--- config.mk ---
export PLATFORM = sky130hd
export DESIGN_NAME = pwm_dac
export DESIGN_NICKNAME = d
export VERILOG_FILES = /design/src/rtl/pwm_pkg.sv /design/src/rtl/pwm_period_counter.sv /design/src/rtl/pwm_dac.sv
export SDC_FILE = /design/constraint.sdc
export NUM_CORES = 1
export LEC_CHECK = 0
export ABC_AREA = 1
export CELL_PAD_IN_SITES_DETAIL_PLACEMENT = 1
export CELL_PAD_IN_SITES_GLOBAL_PLACEMENT = 1
export CORE_MARGIN = 2
export CORE_UTILIZATION = 48
export CTS_CLUSTER_DIAMETER = 40
export DETAILED_ROUTE_END_ITERATION = 12
export GPL_TIMING_DRIVEN = 0
export MAX_ROUTING_LAYER = met4
export PLACE_DENSITY_LB_ADDON = 0.1
export SETUP_SLACK_MARGIN = 0.5
export SLEW_MARGIN = 15
export SYNTH_ARGS = -nofsm -noshare
export SYNTH_HDL_FRONTEND = slang
export SYNTH_SLANG_ARGS = --single-unit
export TNS_END_PERCENT = 1
--- constraint.sdc ---
create_clock -name i_clk -period 3.65 [get_ports i_clk]
set_input_delay 0.365 -clock i_clk [delete_from_list [all_inputs] [get_ports i_clk]]
set_output_delay 0.365 -clock i_clk [all_outputs]
set_load 0.1 [all_outputs]
--- src/rtl/pwm_pkg.sv ---
// Shared constants for the PWM DAC slice: sample width and reset-time period top.
package pwm_pkg;
  localparam int SAMPLE_W = 9;
  localparam logic [SAMPLE_W-1:0] PKG_DEFAULT_TOP = 9'd255;
endpackage

--- src/rtl/pwm_period_counter.sv ---
// Free-running period counter: counts 0..top, wraps to 0; held at 0 while disabled.
module pwm_period_counter
  import pwm_pkg::*;
(
  input  logic                i_clk,
  input  logic                i_rst_n,
  input  logic                i_enable,
  input  logic [SAMPLE_W-1:0] i_top,
  output logic [SAMPLE_W-1:0] o_count,
  output logic                o_wrap
);

  logic [SAMPLE_W-1:0] count_q, count_d;

  always_comb begin
    o_wrap  = i_enable && (count_q == i_top);
    count_d = count_q + 1'b1;
    if (!i_enable || o_wrap) begin
      count_d = '0;
    end
  end

  always_ff @(posedge i_clk or negedge i_rst_n) begin
    if (!i_rst_n) begin
      count_q <= '0;
    end else begin
      count_q <= count_d;
    end
  end

  assign o_count = count_q;

endmodule

--- src/rtl/pwm_dac.sv ---
// PWM DAC: double-buffered compare/top registers applied at period wrap,
// registered PWM output with aligned period-start strobe.
module pwm_dac
  import pwm_pkg::*;
#(
  parameter logic [SAMPLE_W-1:0] DEFAULT_TOP = PKG_DEFAULT_TOP
) (
  input  logic                i_clk,
  input  logic                i_rst_n,
  input  logic                i_enable,
  input  logic [SAMPLE_W-1:0] i_compare,
  input  logic                i_compare_valid,
  input  logic [SAMPLE_W-1:0] i_top,
  input  logic                i_top_valid,
  output logic                o_pwm,
  output logic                o_period_start
);

  // Reset asserts immediately, releases two clocks later.
  logic rst_meta_q, rst_sync_q;

  always_ff @(posedge i_clk or negedge i_rst_n) begin
    if (!i_rst_n) begin
      rst_meta_q <= 1'b0;
      rst_sync_q <= 1'b0;
    end else begin
      rst_meta_q <= 1'b1;
      rst_sync_q <= rst_meta_q;
    end
  end

  logic                run_q, run_d;
  logic [SAMPLE_W-1:0] cmp_shadow_q, cmp_shadow_d;
  logic [SAMPLE_W-1:0] top_shadow_q, top_shadow_d;
  logic [SAMPLE_W-1:0] cmp_active_q, cmp_active_d;
  logic [SAMPLE_W-1:0] top_active_q, top_active_d;
  logic                pwm_q, pwm_d;
  logic                pstart_q, pstart_d;
  logic [SAMPLE_W-1:0] cmp_next, top_next, cmp_eff, top_eff;
  logic [SAMPLE_W-1:0] count;
  logic                wrap;

  // A strobe in the same cycle overrides the shadow (bypass); the first
  // enabled cycle uses the incoming shadow values as if a wrap just happened.
  always_comb begin
    cmp_next = i_compare_valid ? i_compare : cmp_shadow_q;
    top_next = i_top_valid     ? i_top     : top_shadow_q;
    cmp_eff  = run_q ? cmp_active_q : cmp_next;
    top_eff  = run_q ? top_active_q : top_next;
  end

  pwm_period_counter u_counter (
    .i_clk    (i_clk),
    .i_rst_n  (rst_sync_q),
    .i_enable (i_enable),
    .i_top    (top_eff),
    .o_count  (count),
    .o_wrap   (wrap)
  );

  always_comb begin
    run_d        = i_enable;
    cmp_shadow_d = cmp_next;
    top_shadow_d = top_next;
    cmp_active_d = cmp_active_q;
    top_active_d = top_active_q;
    if (i_enable) begin
      cmp_active_d = wrap ? cmp_next : cmp_eff;
      top_active_d = wrap ? top_next : top_eff;
    end
    // compare > top clamps to 100% naturally since count never exceeds top.
    pwm_d    = i_enable && (count < cmp_eff);
    pstart_d = i_enable && (count == '0);
  end

  always_ff @(posedge i_clk or negedge rst_sync_q) begin
    if (!rst_sync_q) begin
      run_q        <= 1'b0;
      cmp_shadow_q <= '0;
      top_shadow_q <= DEFAULT_TOP;
      cmp_active_q <= '0;
      top_active_q <= DEFAULT_TOP;
      pwm_q        <= 1'b0;
      pstart_q     <= 1'b0;
    end else begin
      run_q        <= run_d;
      cmp_shadow_q <= cmp_shadow_d;
      top_shadow_q <= top_shadow_d;
      cmp_active_q <= cmp_active_d;
      top_active_q <= top_active_d;
      pwm_q        <= pwm_d;
      pstart_q     <= pstart_d;
    end
  end

  assign o_pwm          = pwm_q;
  assign o_period_start = pstart_q;

endmodule

==> key figures <==
Floorplan
  – DIE WIDTH: around 85 µm
  – CORE AREA: between 6000 and 7000 µm²
  – Starting Density: 0.495
  – # rows: 29
  – Die area: 7170 µm²
  – Io pins: 25
  – Die Y: about 85 µm

STA
  – RSZ-0062 raised after global routing: false
  – Hold Violations, Final: 0
  – Fin crit share: 0.674
  – Relative slew slack: 0.353
  – Final Max Slew Viols: 0
  – Peak Freq: 406 MHz
  – Setup TNS Final: 0 ps
  – Actual slew at the worst max-slew pin: about 970 ps
  – Setup Skew: 10.1 ps
  – Min cycle time layout: ~2500 ps
  – Final Setup Violations: 0

Drt
  – DRT Pass-1 Iters: 4
  – Vias per cell: around 5.5
  – DR vias: roughly 2700
  – WL final: 8410 µm
  – Routed Antenna Nets: 0
  – Iteration-0 DRC Markers: 81
  – DRC viols: 0
  – Avg WL per Cell: 17.4 µm

Synthesis
  – Synth Area in Adders: 0.0400
  – Count of different cell masters after synthesis: 32
  – Xor/xnor share of the synthesized area: 0.00280
  – Synth warnings: 0
  – Mux share of post-synthesis cell area: 0.0288
  – Synth Cell Area: between 3000 and 4000 µm²
  – Synth Instances: 374
  – Syn nets: slightly above 400
  – Mapped Avg Cell Area: about 8.4 µm²
  – Seq/Total Area, Yosys: 0.407
  – Synth Area in Compound Gates: 0.0344
  – Simple-Gate Fraction of Synth Area: 0.397
  – Largest family of logic cells by synthesized area: simple AND/OR/NAND/NOR gates
  – #FFs+latches synth: 50

Clocking
  – CTS Hold Bufs: 0
  – Post-CTS resize count: 0
  – Cts bufs inserted: 5
  – H-tree depth: 2
  – Clock slew at reported path FFs: around 100 ps
  – Clock latency at the later pin of the worst-skew pair: just over 300 ps
  – Clock Path Buffers: 2
  – Setup Fix Bufs, Post-CTS: 0
  – TritonCTS clock tree: yes
  – Root buffer cell: clkbuf_8
  – Clock Sinks: 50

Setup path
  – Setup slack, reg-to-reg: roughly 1200 ps
  – Setup crit start kind: register
  – CP arrival: roughly 2700 ps
  – Critical-path cell list: buf_6 > inv_6 > clkbuf_1 > or2_2 > o21ai_0 > ha_1 > a21oi_1 > o21ai_0 > nand2_1 > o211ai_1 > a311oi_1
  – CP peak stage delay: around 390 ps
  – Crit. End Element: register
  – Crit-path max FO: 10
  – CP most frequent cell: o21ai_0
  – Crit path required time: 3850 ps
  – Slowest-stage cell, CP: clkbuf_1
  – Crit Path Class: register to register

Finish
  – Most common cell after layout, fill and taps aside: nand2_1
  – Leading cell types in the layout, fill and taps excluded: nand2_1 (94), nand3_1 (44), inv_1 (37)
  – Fraction of layout cells with a size suffix above 1: 0.239
  – Total area of sequential cells: ~1300 µm²
  – Final Util: 0.564
  – Layout Nets: ~440
  – Post-layout instance area: roughly 3600 µm²
  – Multi-input logic area: about 1600 µm²
  – Diode count: 0
  – Layout area overhead: 14.0%
  – Fillers: approximately 780

GRT
  – Largest net degree at the start of global routing: 36
  – GRT overflow: 0
  – Initial antenna violation count: 0
  – Total track usage: 0.259
  – First-pass GRT wire length: between 10000 and 15000 µm
  – Vias in the first global route: between 2000 and 3000

Power and ir drop
  – PwrDens: 374 nW/µm²
  – Internal power: 0.887 mW
  – Reg power frac: 0.492
  – Clk pwr share: 0.256
  – Max rail drop VDD: 0.000278 V
  – Leakage: ~1.7 nW
  – Sw Share: 0.334
  – Switch Pwr: about 0.44 mW
  – Gate power share: 0.252

Run status
  – Outcome: completed

Hold path
  – Worst hold path type: register to asynchronous set/reset pin

Placement
  – Placer congestion estimate: about 0.85
  – HPWL Detailed: 6170 µm
  – Placed cell area: 3470 µm²
  – # port buffers: 23

Flow run
  – Max-cap violations: 0
-- area by class of cell --
cell class / count / area share
clock inverter: 3 / 0.00597
clock buffer: 5 / 0.0193
sequential: 50 / 0.357
buffer: 18 / 0.0344
multi-input combinational: 266 / 0.442
tap: 77 / 0.0270
inverter: 40 / 0.0435
timing repair buffer: 24 / 0.0702
-- routing by layer --
metal	wire length, µm	global-route usage
met2	4370	0.455
met3	230	0.0354
met4	63	0.0592
met5	0	-
met1	3750	0.315
-- state kept, by name (all words and copies together) (netlist names) --
register / count
cmp_active_q: 9
cmp_shadow_q: 9
rst_meta_q: 1
u_counter.o_count: 9
run_q: 1
top_active_q: 9
top_shadow_q: 9
o_period_start: 1
rst_sync_q: 1
o_pwm: 1
-- cells in the mapped netlist --
| cell | instances | area [µm²] |
|---|---|---|
| o211ai_1 | 1 | 7.51 |
| ha_1 | 10 | 125 |
| xor2_1 | 1 | 8.76 |
| or2_2 | 11 | 68.8 |
| inv_2 | 2 | 7.51 |
| buf_6 | 6 | 67.6 |
| nor2_1 | 12 | 45.0 |
| a21oi_1 | 5 | 25.0 |
| nand3_2 | 21 | 210 |
| a31oi_1 | 1 | 6.26 |
| nand2_1 | 94 | 353 |
| conb_1 | 1 | 3.75 |
| or2_1 | 2 | 12.5 |
| inv_6 | 1 | 8.76 |
| buf_1 | 1 | 3.75 |
| clkbuf_1 | 7 | 26.3 |
| buf_4 | 2 | 15.0 |
| nand4_1 | 18 | 113 |
| nor4_1 | 2 | 12.5 |
| inv_1 | 37 | 139 |
| nand3_1 | 44 | 220 |
| a311oi_1 | 1 | 8.76 |
| mux2_2 | 8 | 90.1 |
| nand3_4 | 1 | 17.5 |
| nand2_4 | 7 | 78.8 |
| nor3_1 | 4 | 20.0 |
| o21ai_0 | 12 | 60.1 |
| dfstp_2 | 16 | 420 |
| buf_2 | 2 | 10.0 |
| dfrtp_1 | 34 | 851 |
| nand2_2 | 8 | 50.1 |
| nor2_8 | 2 | 40.0 |
-- worst paths after layout --
| path | start | endpoint | cells past startpoint |
|---|---|---|---|
| max | run_q$_DFF_PN0_ | o_pwm$_DFF_PN0_ | 11 |
| min | rst_sync_q$_DFF_PN0_ | cmp_active_q[2]$_DFFE_PN0P_ | 0 |
| max reg2reg | run_q$_DFF_PN0_ | o_pwm$_DFF_PN0_ | 11 |
| min reg2reg | rst_sync_q$_DFF_PN0_ | cmp_active_q[2]$_DFFE_PN0P_ | 0 |
| max in group asynchronous | rst_sync_q$_DFF_PN0_ | top_active_q[0]$_DFFE_PN1P_ | 1 |
| min in group i_clk | rst_meta_q$_DFF_PN0_ | rst_sync_q$_DFF_PN0_ | 0 |
-- worst max-delay path: cells and delay by family (launching register included) --
| kind | cells | cell delay [ps] |
|---|---|---|
| AO/OA/AOI/OAI | 5 | 730 |
| adder cells (fa/ha/maj) | 1 | 340 |
| buffers and inverters | 3 | 630 |
| flip-flops | 1 | 380 |
| AND/OR/NAND/NOR | 2 | 260 |
-- through the flow --
stage                     hold WS, ps  instances  power (mW)  worst slack (ps)
after floorplan                  69.4        374       0.898              1670
after detailed placement          179        475        1.00              1170
after global routing              204        483        1.40               944
after global placement            344        474       0.980              1260
final                             179        483        1.33              1190
after CTS                         188        483        1.34              1150
-- logic make-up (layout without fill, tap and decap cells) --
kind of cell | after synthesis | in the layout
AND/OR/NAND/NOR | 226 | 226
buffers and inverters | 58 | 90
flip-flops | 50 | 50
AO/OA/AOI/OAI | 20 | 20
adder cells (fa/ha/maj) | 10 | 10
multiplexers | 8 | 8
other | 1 | 1
XOR/XNOR | 1 | 1
-- power groups by stage --
stage	Clock [mW]	Combinational (mW)	Sequential (mW)
6_report	0.341	0.335	0.656
5_1_grt	0.365	0.373	0.663
4_1_cts	0.347	0.337	0.656
3_5_place_dp	0	0.336	0.665
3_3_place_gp	0	0.310	0.670
2_1_floorplan	0	0.224	0.673
(Power assumes the default switching activity.)
